**src/rtl/systolic_mac_serdes_if.sv**
```systemverilog
// ---------------------------------------------------------------------------
// systolic_mac_serdes_if
// Bundles the beat-serial row/column streams of one systolic MAC cell.
//   row_in / col_in            : incoming data beats (DATA_W bits each)
//   row_ctrl_in / col_ctrl_in  : incoming control beats
//   sync                       : marks the current cycle as beat 0 of a new word
//   row_out / col_out          : outgoing data beats
//   row_ctrl_out / col_ctrl_out: outgoing control beats
//   frame_out                  : high while outgoing beat 0 is presented
// The master modport drives the inputs of the cell; the slave modport is
// the cell itself.
// ---------------------------------------------------------------------------
interface systolic_mac_serdes_if #(
  parameter int DATA_W = 4
);
  logic [DATA_W-1:0] row_in;
  logic [DATA_W-1:0] col_in;
  logic              row_ctrl_in;
  logic              col_ctrl_in;
  logic              sync;
  logic [DATA_W-1:0] row_out;
  logic [DATA_W-1:0] col_out;
  logic              row_ctrl_out;
  logic              col_ctrl_out;
  logic              frame_out;

  modport master (
    output row_in, col_in, row_ctrl_in, col_ctrl_in, sync,
    input  row_out, col_out, row_ctrl_out, col_ctrl_out, frame_out
  );

  modport slave (
    input  row_in, col_in, row_ctrl_in, col_ctrl_in, sync,
    output row_out, col_out, row_ctrl_out, col_ctrl_out, frame_out
  );
endinterface

```
**src/rtl/systolic_mac_serdes.sv**
```systemverilog
// ---------------------------------------------------------------------------
// systolic_mac_serdes
// One cell of a beat-serial systolic array. Row and column streams arrive
// MSB-first, BEATS beats per word. Each word is deserialised, optionally
// multiplied into a local accumulator, and re-serialised downstream with a
// fixed latency of one word. A flush request on the row control stream
// replaces the outgoing row word with the accumulator value.
// Ports:
//   clk : rising-edge clock
//   rst : synchronous active-high reset
//   bus : systolic_mac_serdes_if.slave (stream inputs/outputs, sync, frame)
// Parameters:
//   DATA_W : bits per beat
//   BEATS  : beats per word (>= 2)
//   SAT    : 1 = accumulator saturates at all-ones, 0 = wraps
// ---------------------------------------------------------------------------
module systolic_mac_serdes #(
  parameter int DATA_W = 4,
  parameter int BEATS  = 4,
  parameter int SAT    = 1
) (
  input logic                  clk,
  input logic                  rst,
  systolic_mac_serdes_if.slave bus
);

  localparam int W  = DATA_W * BEATS;
  localparam int BW = W - DATA_W;
  localparam int CW = $clog2(BEATS);
  localparam logic [CW-1:0] LAST = CW'(BEATS - 1);

  // registered state
  logic [CW-1:0]     cnt_q, cnt_d;
  logic [BW-1:0]     rowBuf_q, rowBuf_d;
  logic [BW-1:0]     colBuf_q, colBuf_d;
  logic [BEATS-2:0]  rowCtrlBuf_q, rowCtrlBuf_d;
  logic [BEATS-2:0]  colCtrlBuf_q, colCtrlBuf_d;
  logic [W-1:0]      acc_q, acc_d;
  logic [W-1:0]      obufRow_q, obufRow_d;
  logic [W-1:0]      obufCol_q, obufCol_d;
  logic [BEATS-1:0]  obufRowCtrl_q, obufRowCtrl_d;
  logic [BEATS-1:0]  obufColCtrl_q, obufColCtrl_d;
  logic [DATA_W-1:0] rowOut_q, rowOut_d;
  logic [DATA_W-1:0] colOut_q, colOut_d;
  logic              rowCtrlOut_q, rowCtrlOut_d;
  logic              colCtrlOut_q, colCtrlOut_d;
  logic              frame_q, frame_d;

  // combinational datapath
  logic [CW-1:0]    effCnt;
  logic             boundary;
  logic             dropOut;
  logic [W-1:0]     rowWord;
  logic [W-1:0]     colWord;
  logic [BEATS-1:0] rowCtrlWord;
  logic [BEATS-1:0] colCtrlWord;
  logic             accEn;
  logic             flush;
  logic [2*W-1:0]   product;
  logic [2*W:0]     sum;
  logic [W-1:0]     accNext;
  logic [W-1:0]     rowOutWord;
  logic [BEATS-1:0] rowOutCtrl;

  // Word assembly and multiply-accumulate. A sync pulse forces the current
  // beat to be treated as beat 0, which also suppresses any boundary that
  // would otherwise fall on this cycle.
  always_comb begin
    effCnt      = bus.sync ? '0 : cnt_q;
    boundary    = (effCnt == LAST);
    dropOut     = bus.sync && (cnt_q != '0);
    rowWord     = {rowBuf_q, bus.row_in};
    colWord     = {colBuf_q, bus.col_in};
    rowCtrlWord = {rowCtrlBuf_q, bus.row_ctrl_in};
    colCtrlWord = {colCtrlBuf_q, bus.col_ctrl_in};
    accEn       = colCtrlWord[BEATS-1];
    flush       = rowCtrlWord[BEATS-1];
    product     = (2*W)'(rowWord) * (2*W)'(colWord);
    sum         = (2*W+1)'(acc_q) + (2*W+1)'(product);
    if (!accEn) begin
      accNext = acc_q;
    end else if ((SAT != 0) && (sum[2*W:W] != '0)) begin
      accNext = '1;
    end else begin
      accNext = sum[W-1:0];
    end
    rowOutWord = flush ? accNext : rowWord;
    rowOutCtrl = rowCtrlWord;
    if (flush) begin
      // the flush request is consumed here and not forwarded downstream
      rowOutCtrl[BEATS-1] = 1'b0;
    end
  end

  // Next-state for the counter, input buffers, accumulator and serialiser.
  // The input buffers only ever hold beats 0..BEATS-2; the last beat is
  // taken straight from the ports at the boundary.
  always_comb begin
    cnt_d         = boundary ? '0 : effCnt + CW'(1);
    rowBuf_d      = rowBuf_q;
    colBuf_d      = colBuf_q;
    rowCtrlBuf_d  = rowCtrlBuf_q;
    colCtrlBuf_d  = colCtrlBuf_q;
    acc_d         = acc_q;
    obufRow_d     = obufRow_q;
    obufCol_d     = obufCol_q;
    obufRowCtrl_d = obufRowCtrl_q;
    obufColCtrl_d = obufColCtrl_q;
    rowOut_d      = rowOut_q;
    colOut_d      = colOut_q;
    rowCtrlOut_d  = rowCtrlOut_q;
    colCtrlOut_d  = colCtrlOut_q;
    frame_d       = 1'b0;

    for (int k = 0; k < BEATS - 1; k++) begin
      if (effCnt == CW'(k)) begin
        rowBuf_d[BW-1-k*DATA_W -: DATA_W] = bus.row_in;
        colBuf_d[BW-1-k*DATA_W -: DATA_W] = bus.col_in;
        rowCtrlBuf_d[BEATS-2-k]           = bus.row_ctrl_in;
        colCtrlBuf_d[BEATS-2-k]           = bus.col_ctrl_in;
      end
    end

    if (dropOut) begin
      // realignment: the word currently leaving the cell is replaced by zeros
      obufRow_d     = '0;
      obufCol_d     = '0;
      obufRowCtrl_d = '0;
      obufColCtrl_d = '0;
      rowOut_d      = '0;
      colOut_d      = '0;
      rowCtrlOut_d  = 1'b0;
      colCtrlOut_d  = 1'b0;
    end else if (boundary) begin
      acc_d         = flush ? '0 : accNext;
      obufRow_d     = rowOutWord;
      obufCol_d     = colWord;
      obufRowCtrl_d = rowOutCtrl;
      obufColCtrl_d = colCtrlWord;
      rowOut_d      = rowOutWord[W-1 -: DATA_W];
      colOut_d      = colWord[W-1 -: DATA_W];
      rowCtrlOut_d  = rowOutCtrl[BEATS-1];
      colCtrlOut_d  = colCtrlWord[BEATS-1];
      frame_d       = 1'b1;
    end else begin
      // present the beat following the one currently on the outputs
      for (int k = 1; k < BEATS; k++) begin
        if (cnt_q == CW'(k - 1)) begin
          rowOut_d     = obufRow_q[W-1-k*DATA_W -: DATA_W];
          colOut_d     = obufCol_q[W-1-k*DATA_W -: DATA_W];
          rowCtrlOut_d = obufRowCtrl_q[BEATS-1-k];
          colCtrlOut_d = obufColCtrl_q[BEATS-1-k];
        end
      end
    end
  end

  // State registers with synchronous reset.
  always_ff @(posedge clk) begin
    if (rst) begin
      cnt_q         <= '0;
      rowBuf_q      <= '0;
      colBuf_q      <= '0;
      rowCtrlBuf_q  <= '0;
      colCtrlBuf_q  <= '0;
      acc_q         <= '0;
      obufRow_q     <= '0;
      obufCol_q     <= '0;
      obufRowCtrl_q <= '0;
      obufColCtrl_q <= '0;
      rowOut_q      <= '0;
      colOut_q      <= '0;
      rowCtrlOut_q  <= 1'b0;
      colCtrlOut_q  <= 1'b0;
      frame_q       <= 1'b0;
    end else begin
      cnt_q         <= cnt_d;
      rowBuf_q      <= rowBuf_d;
      colBuf_q      <= colBuf_d;
      rowCtrlBuf_q  <= rowCtrlBuf_d;
      colCtrlBuf_q  <= colCtrlBuf_d;
      acc_q         <= acc_d;
      obufRow_q     <= obufRow_d;
      obufCol_q     <= obufCol_d;
      obufRowCtrl_q <= obufRowCtrl_d;
      obufColCtrl_q <= obufColCtrl_d;
      rowOut_q      <= rowOut_d;
      colOut_q      <= colOut_d;
      rowCtrlOut_q  <= rowCtrlOut_d;
      colCtrlOut_q  <= colCtrlOut_d;
      frame_q       <= frame_d;
    end
  end

  assign bus.row_out      = rowOut_q;
  assign bus.col_out      = colOut_q;
  assign bus.row_ctrl_out = rowCtrlOut_q;
  assign bus.col_ctrl_out = colCtrlOut_q;
  assign bus.frame_out    = frame_q;

endmodule

```
**src/flat_wrapper.sv**
```systemverilog
// flat-port wrapper written by rule: the top's interface ports become plain ports
module systolic_mac_serdes_flat 
#(
  parameter int DATA_W = 4,
  parameter int BEATS  = 4,
  parameter int SAT    = 1
)
  (clk, rst, bus_row_in, bus_col_in, bus_row_ctrl_in, bus_col_ctrl_in, bus_sync, bus_row_out, bus_col_out, bus_row_ctrl_out, bus_col_ctrl_out, bus_frame_out);
  systolic_mac_serdes_if #(.DATA_W(DATA_W)) bus_i ();
  input logic clk;
  input logic rst;
  input wire logic [$bits(bus_i.row_in)-1:0] bus_row_in;
  input wire logic [$bits(bus_i.col_in)-1:0] bus_col_in;
  input wire logic [$bits(bus_i.row_ctrl_in)-1:0] bus_row_ctrl_in;
  input wire logic [$bits(bus_i.col_ctrl_in)-1:0] bus_col_ctrl_in;
  input wire logic [$bits(bus_i.sync)-1:0] bus_sync;
  output wire logic [$bits(bus_i.row_out)-1:0] bus_row_out;
  output wire logic [$bits(bus_i.col_out)-1:0] bus_col_out;
  output wire logic [$bits(bus_i.row_ctrl_out)-1:0] bus_row_ctrl_out;
  output wire logic [$bits(bus_i.col_ctrl_out)-1:0] bus_col_ctrl_out;
  output wire logic [$bits(bus_i.frame_out)-1:0] bus_frame_out;
  assign bus_i.row_in = bus_row_in;
  assign bus_i.col_in = bus_col_in;
  assign bus_i.row_ctrl_in = bus_row_ctrl_in;
  assign bus_i.col_ctrl_in = bus_col_ctrl_in;
  assign bus_i.sync = bus_sync;
  assign bus_row_out = bus_i.row_out;
  assign bus_col_out = bus_i.col_out;
  assign bus_row_ctrl_out = bus_i.row_ctrl_out;
  assign bus_col_ctrl_out = bus_i.col_ctrl_out;
  assign bus_frame_out = bus_i.frame_out;
  systolic_mac_serdes #(.DATA_W(DATA_W), .BEATS(BEATS), .SAT(SAT)) u_core (.clk(clk), .rst(rst), .bus(bus_i));
endmodule
```
**config.mk**
```make
export PLATFORM = sky130hd
export DESIGN_NAME = systolic_mac_serdes_flat
export DESIGN_NICKNAME = d
export VERILOG_FILES = /design/src/rtl/systolic_mac_serdes_if.sv /design/src/rtl/systolic_mac_serdes.sv /design/src/flat_wrapper.sv
export SDC_FILE = /design/constraint.sdc
export NUM_CORES = 1
export LEC_CHECK = 0
export ABC_AREA = 1
export CORE_ASPECT_RATIO = 0.9
export CORE_MARGIN = 1.5
export CORE_UTILIZATION = 45
export DETAILED_ROUTE_END_ITERATION = 8
export GPL_TIMING_DRIVEN = 0
export MAX_ROUTING_LAYER = met4
export PLACE_DENSITY_LB_ADDON = 0.08
export SLEW_MARGIN = 20
export SYNTH_ARGS = -nofsm -noshare
export SYNTH_HDL_FRONTEND = slang
export SYNTH_SLANG_ARGS = --single-unit
```
**constraint.sdc**
```tcl
create_clock -name clk -period 5.9 [get_ports clk]
set_input_delay 0.885 -clock clk [delete_from_list [all_inputs] [get_ports clk]]
set_output_delay 0.885 -clock clk [all_outputs]
set_load 0.005 [all_outputs]
```
== After elaboration in Yosys (flattened, before gate mapping) ==
Cells that the tools add are included.
W data, S select, Z words.

* Bits of input ports: 13
* Bits in registers: 89
* Logic and storage cells: 64

* Bitwise logic cells: 1
* Add/subtract/negate cells: 2
* Multipliers: 1
* Equal/unequal tests: 5
* Reduce and logical (&&, ||, !) cells: 11
* Mux-type cells: 21

{| class="wikitable"
|+ Operators with widths
! operator !! number
|-
| $mux W16 || 4
|-
| $add A16 B32 Y33 || 1
|-
| $mul A16 B16 Y32 || 1
|-
| $mux W4 || 8
|-
| $reduce_bool A17 Y1 || 1
|-
| $mux W1 || 8
|-
| $eq A2 B2 Y1 const B || 3
|-
| $eq A2 B1 Y1 const B || 2
|-
| $logic_not A2 Y1 || 2
|-
| $reduce_bool A4 Y1 || 1
|-
| $reduce_or A2 Y1 || 2
|-
| $reduce_bool A3 Y1 || 1
|-
| $reduce_or A3 Y1 || 1
|-
| $add A2 B1 Y2 const B || 1
|-
| $mux W2 || 1
|-
| $reduce_and A2 Y1 || 1
|-
| $reduce_bool A2 Y1 || 1
|-
| $logic_and A1 B1 Y1 || 1
|-
| $not A1 Y1 || 1
|}

== Longest topological paths before layout ==
* Depth after elaboration: 7
* Gate-level depth with buffers: 38

== Worst setup path before layout ==
OpenSTA, ideal clock, no wires.

* Kind: input port to flip-flop
* From: in bus_row_in[2]
* To: reg u_core.obufRow_q[3]
* Arrival: 6218 ps
* Required time: 5788 ps
* Path buffers: 2
* Stages on the path: 32
* Library setup time: 112 ps
* Slack: -430 ps
* Cells stage by stage: clkbuf_1 > buf_1 > nand2_1 > fa_1 > fa_1 > inv_1 > fa_1 > fa_1 > fa_1 > inv_1 > fa_1 > inv_1 > ha_1 > nand2_1 > inv_1 > nand2_2 > inv_1 > a21oi_2 > nand2_2 > nand2_2 > nand2_1 > nand2_1 > nand2_1 > nor2_1 > nand2_2 > nor2_4 > and2_4 > nand2_2 > nand2_1 > nand2_1 > nand2_1 > nand2_1

* Cells in the longest elaborated chain, start to end: 6

{| class="wikitable"
|+ Ends and longest elaborated chain
! what !! RTL line !! source
|-
| from (decl) || flat_wrapper.sv:12 || <nowiki>input wire logic [$bits(bus_i.row_in)-1:0] bus_row_in;</nowiki>
|-
| $mul A16 B16 Y32 * || systolic_mac_serdes.sv:78 || <nowiki>product = (2*W)'(rowWord) * (2*W)'(colWord);</nowiki>
|-
| $add A16 B32 Y33 * || systolic_mac_serdes.sv:79 || <nowiki>sum = (2*W+1)'(acc_q) + (2*W+1)'(product);</nowiki>
|-
| $reduce_bool A17 Y1 || systolic_mac_serdes.sv:82 || <nowiki>end else if ((SAT != 0) && (sum[2*W:W] != '0)) begin</nowiki>
|-
| $mux W16 * || systolic_mac_serdes.sv:82 ||
|-
| $mux W16 * || systolic_mac_serdes.sv:80 || <nowiki>if (!accEn) begin</nowiki>
|-
| $mux W16 * || systolic_mac_serdes.sv:87 || <nowiki>rowOutWord = flush ? accNext : rowWord;</nowiki>
|-
| to (signal assigned) || systolic_mac_serdes.sv:183 || <nowiki>obufRow_q <= obufRow_d;</nowiki>
|-
| to (decl) || systolic_mac_serdes.sv:39 || <nowiki>logic [W-1:0] obufRow_q, obufRow_d;</nowiki>
|}

Every way passes the cells marked *; elsewhere a longest branch is shown, timed or not.
A chain may end at the register's enable or synchronous reset.

== Worst setup path in the final report ==
* From: in bus_row_in[1]
* To: reg u_core.obufRow_q[8]

Same word-level chain as after synthesis.

==> flow_metrics.env <==
export IMPL_antenna_found_initial=0
export IMPL_ys_ff_latch=89
export IMPL_grt_max_degree=16
export IMPL_synth_distinct_cells=43
export IMPL_place_hpwl_um=36800
export IMPL_grtUsageTotal_pct=30.0
export IMPL_syn_nets=2341
export IMPL_ant_nets=0
export IMPL_path_clk_slew_ns=0.07
export IMPL_placedInstanceArea_um2=15100
export IMPL_p_comb_share_pct=60.6
export IMPL_register_area_um2=1870
export IMPL_p_per_area_nw_per_um2=182
export IMPL_synthToLayoutAreaGrowth_pct=19.2
export IMPL_seq_area_frac_synth_pct=12.5
export IMPL_r2r_slack_ns=-0.30
export IMPL_cpMaxStageDelayCell="fa_2"
export IMPL_synth_xor_area_share_pct=0.739
export IMPL_final_cell_area_um2=17000
export IMPL_dp_slack_ns=-1.85
export IMPL_p_int_mw=1.64
export IMPL_maxSlewViolCount=0
export IMPL_worst_pin_slew_ns=1.01
export IMPL_period_minus_slack_ns=6.25
export IMPL_vias=12600
export IMPL_antenna_cells=0
export IMPL_hold_path_class="flop to flop"
export IMPL_start_kind="input port"
export IMPL_timing_rr_start="u_core.rowBuf_q[3]"
export IMPL_timing_slew_headroom_pct=31.9
export IMPL_synthCells=1999
export IMPL_arrival_ns=6.51
export IMPL_hp_start="u_core.obufRow_q[1]"
export IMPL_grt_pass1_vias=12000
export IMPL_synth_top_family_by_area="adder cells"
export IMPL_crit_path_max_fanout=5
export IMPL_h_tree_depth=3
export IMPL_yosys_area_share_simple_pct=24.4
export IMPL_synth_area_um2=14200
export IMPL_rsz0062_at_grt="true"
export IMPL_seqPwrFrac_pct=21.5
export IMPL_critPathMostFrequentCell="nand2_1"
export IMPL_fmax_mhz=160
export IMPL_fin_tns_setup_ns=-9.03
export IMPL_path_class="input port to flop"
export IMPL_switchingPower_mw=1.45
export IMPL_die_area_um2=32700
export IMPL_cts_root_buf="clkbuf_16"
export IMPL_final_cell_mix="nand2_1, inv_1, fa_1"
export IMPL_syn_avg_cell_area_um2=7.12
export IMPL_clock_path_buffers=2
export IMPL_final_common_cell="nand2_1"
export IMPL_swShare_pct=47.0
export IMPL_start_util_pct=45.9
export IMPL_num_nets_final=2408
export IMPL_setup_viol=32
export IMPL_drive_above_1_share_pct=18.7
export IMPL_cts_tree="built"
export IMPL_multi_input_area_um2=10900
export IMPL_globalplace_congestion=0.927
export IMPL_first_pass_iters=7
export IMPL_max_stage_delay_ns=0.60
export IMPL_setup_slack_ns=-0.347
export IMPL_drtIter0Drc=1118
export IMPL_status="finished with violations"
export IMPL_grt_ovfl_total=0
export IMPL_finalCritPeriodShare_pct=106
export IMPL_finalHoldViolations=0
export IMPL_required_ns=6.16
export IMPL_startpoint="bus_row_in[1]"
export IMPL_cap_viol_max_count=0
export IMPL_port_buffers=18
export IMPL_clk_latency_ns=0.36
export IMPL_via_per_inst=5.08
export IMPL_io_pins=24
export IMPL_muxShareOfSynthArea_pct=0
export IMPL_fp_row_count=61
export IMPL_fill_cells=3072
export IMPL_grt_pass1_wl_um=70300
export IMPL_dieWidth_um=190
export IMPL_ir_drop_mv=0.192
export IMPL_yosys_warnings=0
export IMPL_drc_errors=0
export IMPL_leakagePower_nw=9.06
export IMPL_die_height_um=172
export IMPL_wl_per_cell_um=18.9
export IMPL_end_kind="flop"
export IMPL_p_clk_share_pct=17.9
export IMPL_cts_sinks=89
export IMPL_synth_compound_area_share_pct=5.71
export IMPL_wl_um=47000
export IMPL_violations="setup timing"
export IMPL_clock_skew_ns=0.0114
export IMPL_synth_fa_ha_area_share_pct=40.1
export IMPL_core_area_um2=31000
export IMPL_numCtsBuffers=9
export IMPL_finalPower_mw=3.10
[power groups by stage]
stage,sequential (mW),combinational (mW),clock (mW)
4_1_cts,0.673,1.59,0.564
5_1_grt,0.667,2.04,0.582
3_3_place_gp,0.643,1.50,0
3_5_place_dp,0.644,1.51,0
2_1_floorplan,0.642,1.04,0
6_report,0.666,1.88,0.553
[worst paths after layout]
path,endpoint,cells after the start
worst max-delay path,u_core.obufRow_q[8],31
worst max register to register,u_core.obufRow_q[8],27
worst min register to register,u_core.obufRow_q[1],2
worst min-delay path,u_core.obufRow_q[1],2
[metal layers]
metal,vias up,part of all wire (%),GRT usage (%)
li1,5932,-,-
met1,6174,46,43.0
met5,-,0,-
met2,420,43,43.6
met3,71,7.6,4.31
met4,0,3.1,9.07
[Yosys cell counts, drive strengths merged]
cell type	number	area, um2
or2	5	33.8
xor2	7	61.3
a22o	15	131
nand2	591	2270
buf	7	57.6
nand3b	4	30.0
a21oi	67	343
nand3	58	335
clkinv	4	15.0
a221oi	1	8.76
xnor2	5	43.8
dfxtp	89	1780
o21bai	3	22.5
o21ai	50	254
dlygate4sd1	1	8.76
o211ai	7	52.6
dlymetal6s2s	1	12.5
ha	118	1480
nand4	14	146
clkbuf	82	358
fa	211	4220
and2	3	25.0
inv	509	1910
nor2	144	601
nor3	3	25.0
[logic make-up after synthesis]
group                    Yosys count
AO/OA/AOI/OAI                    143
XOR/XNOR                          12
buffers and inverters            604
adder cells (fa/ha/maj)          329
flip-flops                        89
AND/OR/NAND/NOR                  822
[area by class of cell]
cell class / instances / share of cell area, %
clock inverters: 6 / 0.258
multi-input cells: 1306 / 64.4
clock buffers: 10 / 1.35
inverters: 513 / 11.4
well taps: 409 / 3.02
repair buffers: 85 / 4.72
plain buffers: 62 / 3.91
flip-flops and latches: 89 / 11.0
[registers in the layout (all words and copies together), names as in the netlist]
name                     count
u_core.bus.row_out           4
u_core.acc_q                16
u_core.colCtrlBuf_q          3
u_core.rowCtrlBuf_q          3
u_core.bus.frame_out         1
u_core.colBuf_q             12
u_core.bus.row_ctrl_out      1
u_core.obufRowCtrl_q         3
u_core.obufRow_q            12
u_core.cnt_q                 2
u_core.obufCol_q            12
u_core.bus.col_out           4
u_core.bus.col_ctrl_out      1
u_core.obufColCtrl_q         3
u_core.rowBuf_q             12
[metrics by stage]
step	utilization, %	instances	hold WS [ns]
finish	54.8	2480	0.452
global route	54.8	2480	0.472
CTS	51.2	2435	0.455
detailed placement	48.8	2426	0.440
global placement	48.8	2426	0.435
floorplan	-	1999	0.421
[critical path: cells and delay by family]
family / cells / cell delay (ns)
adder cells (fa/ha/maj): 7 / 3.39
AND/OR/NAND/NOR: 17 / 1.47
buffers and inverters: 7 / 0.74
[timing repair]
item / in CTS / in global routing
setup buffers: 16 / 48
hold endpoints to repair: 0 / 0
pin swaps: 24 / 96
cloned: 1 / 3
hold buffers: 0 / 0
endpoints found under the setup margin: 32 / 32
resized for setup: 163 / 251
Power figures use the tool's default switching activity.
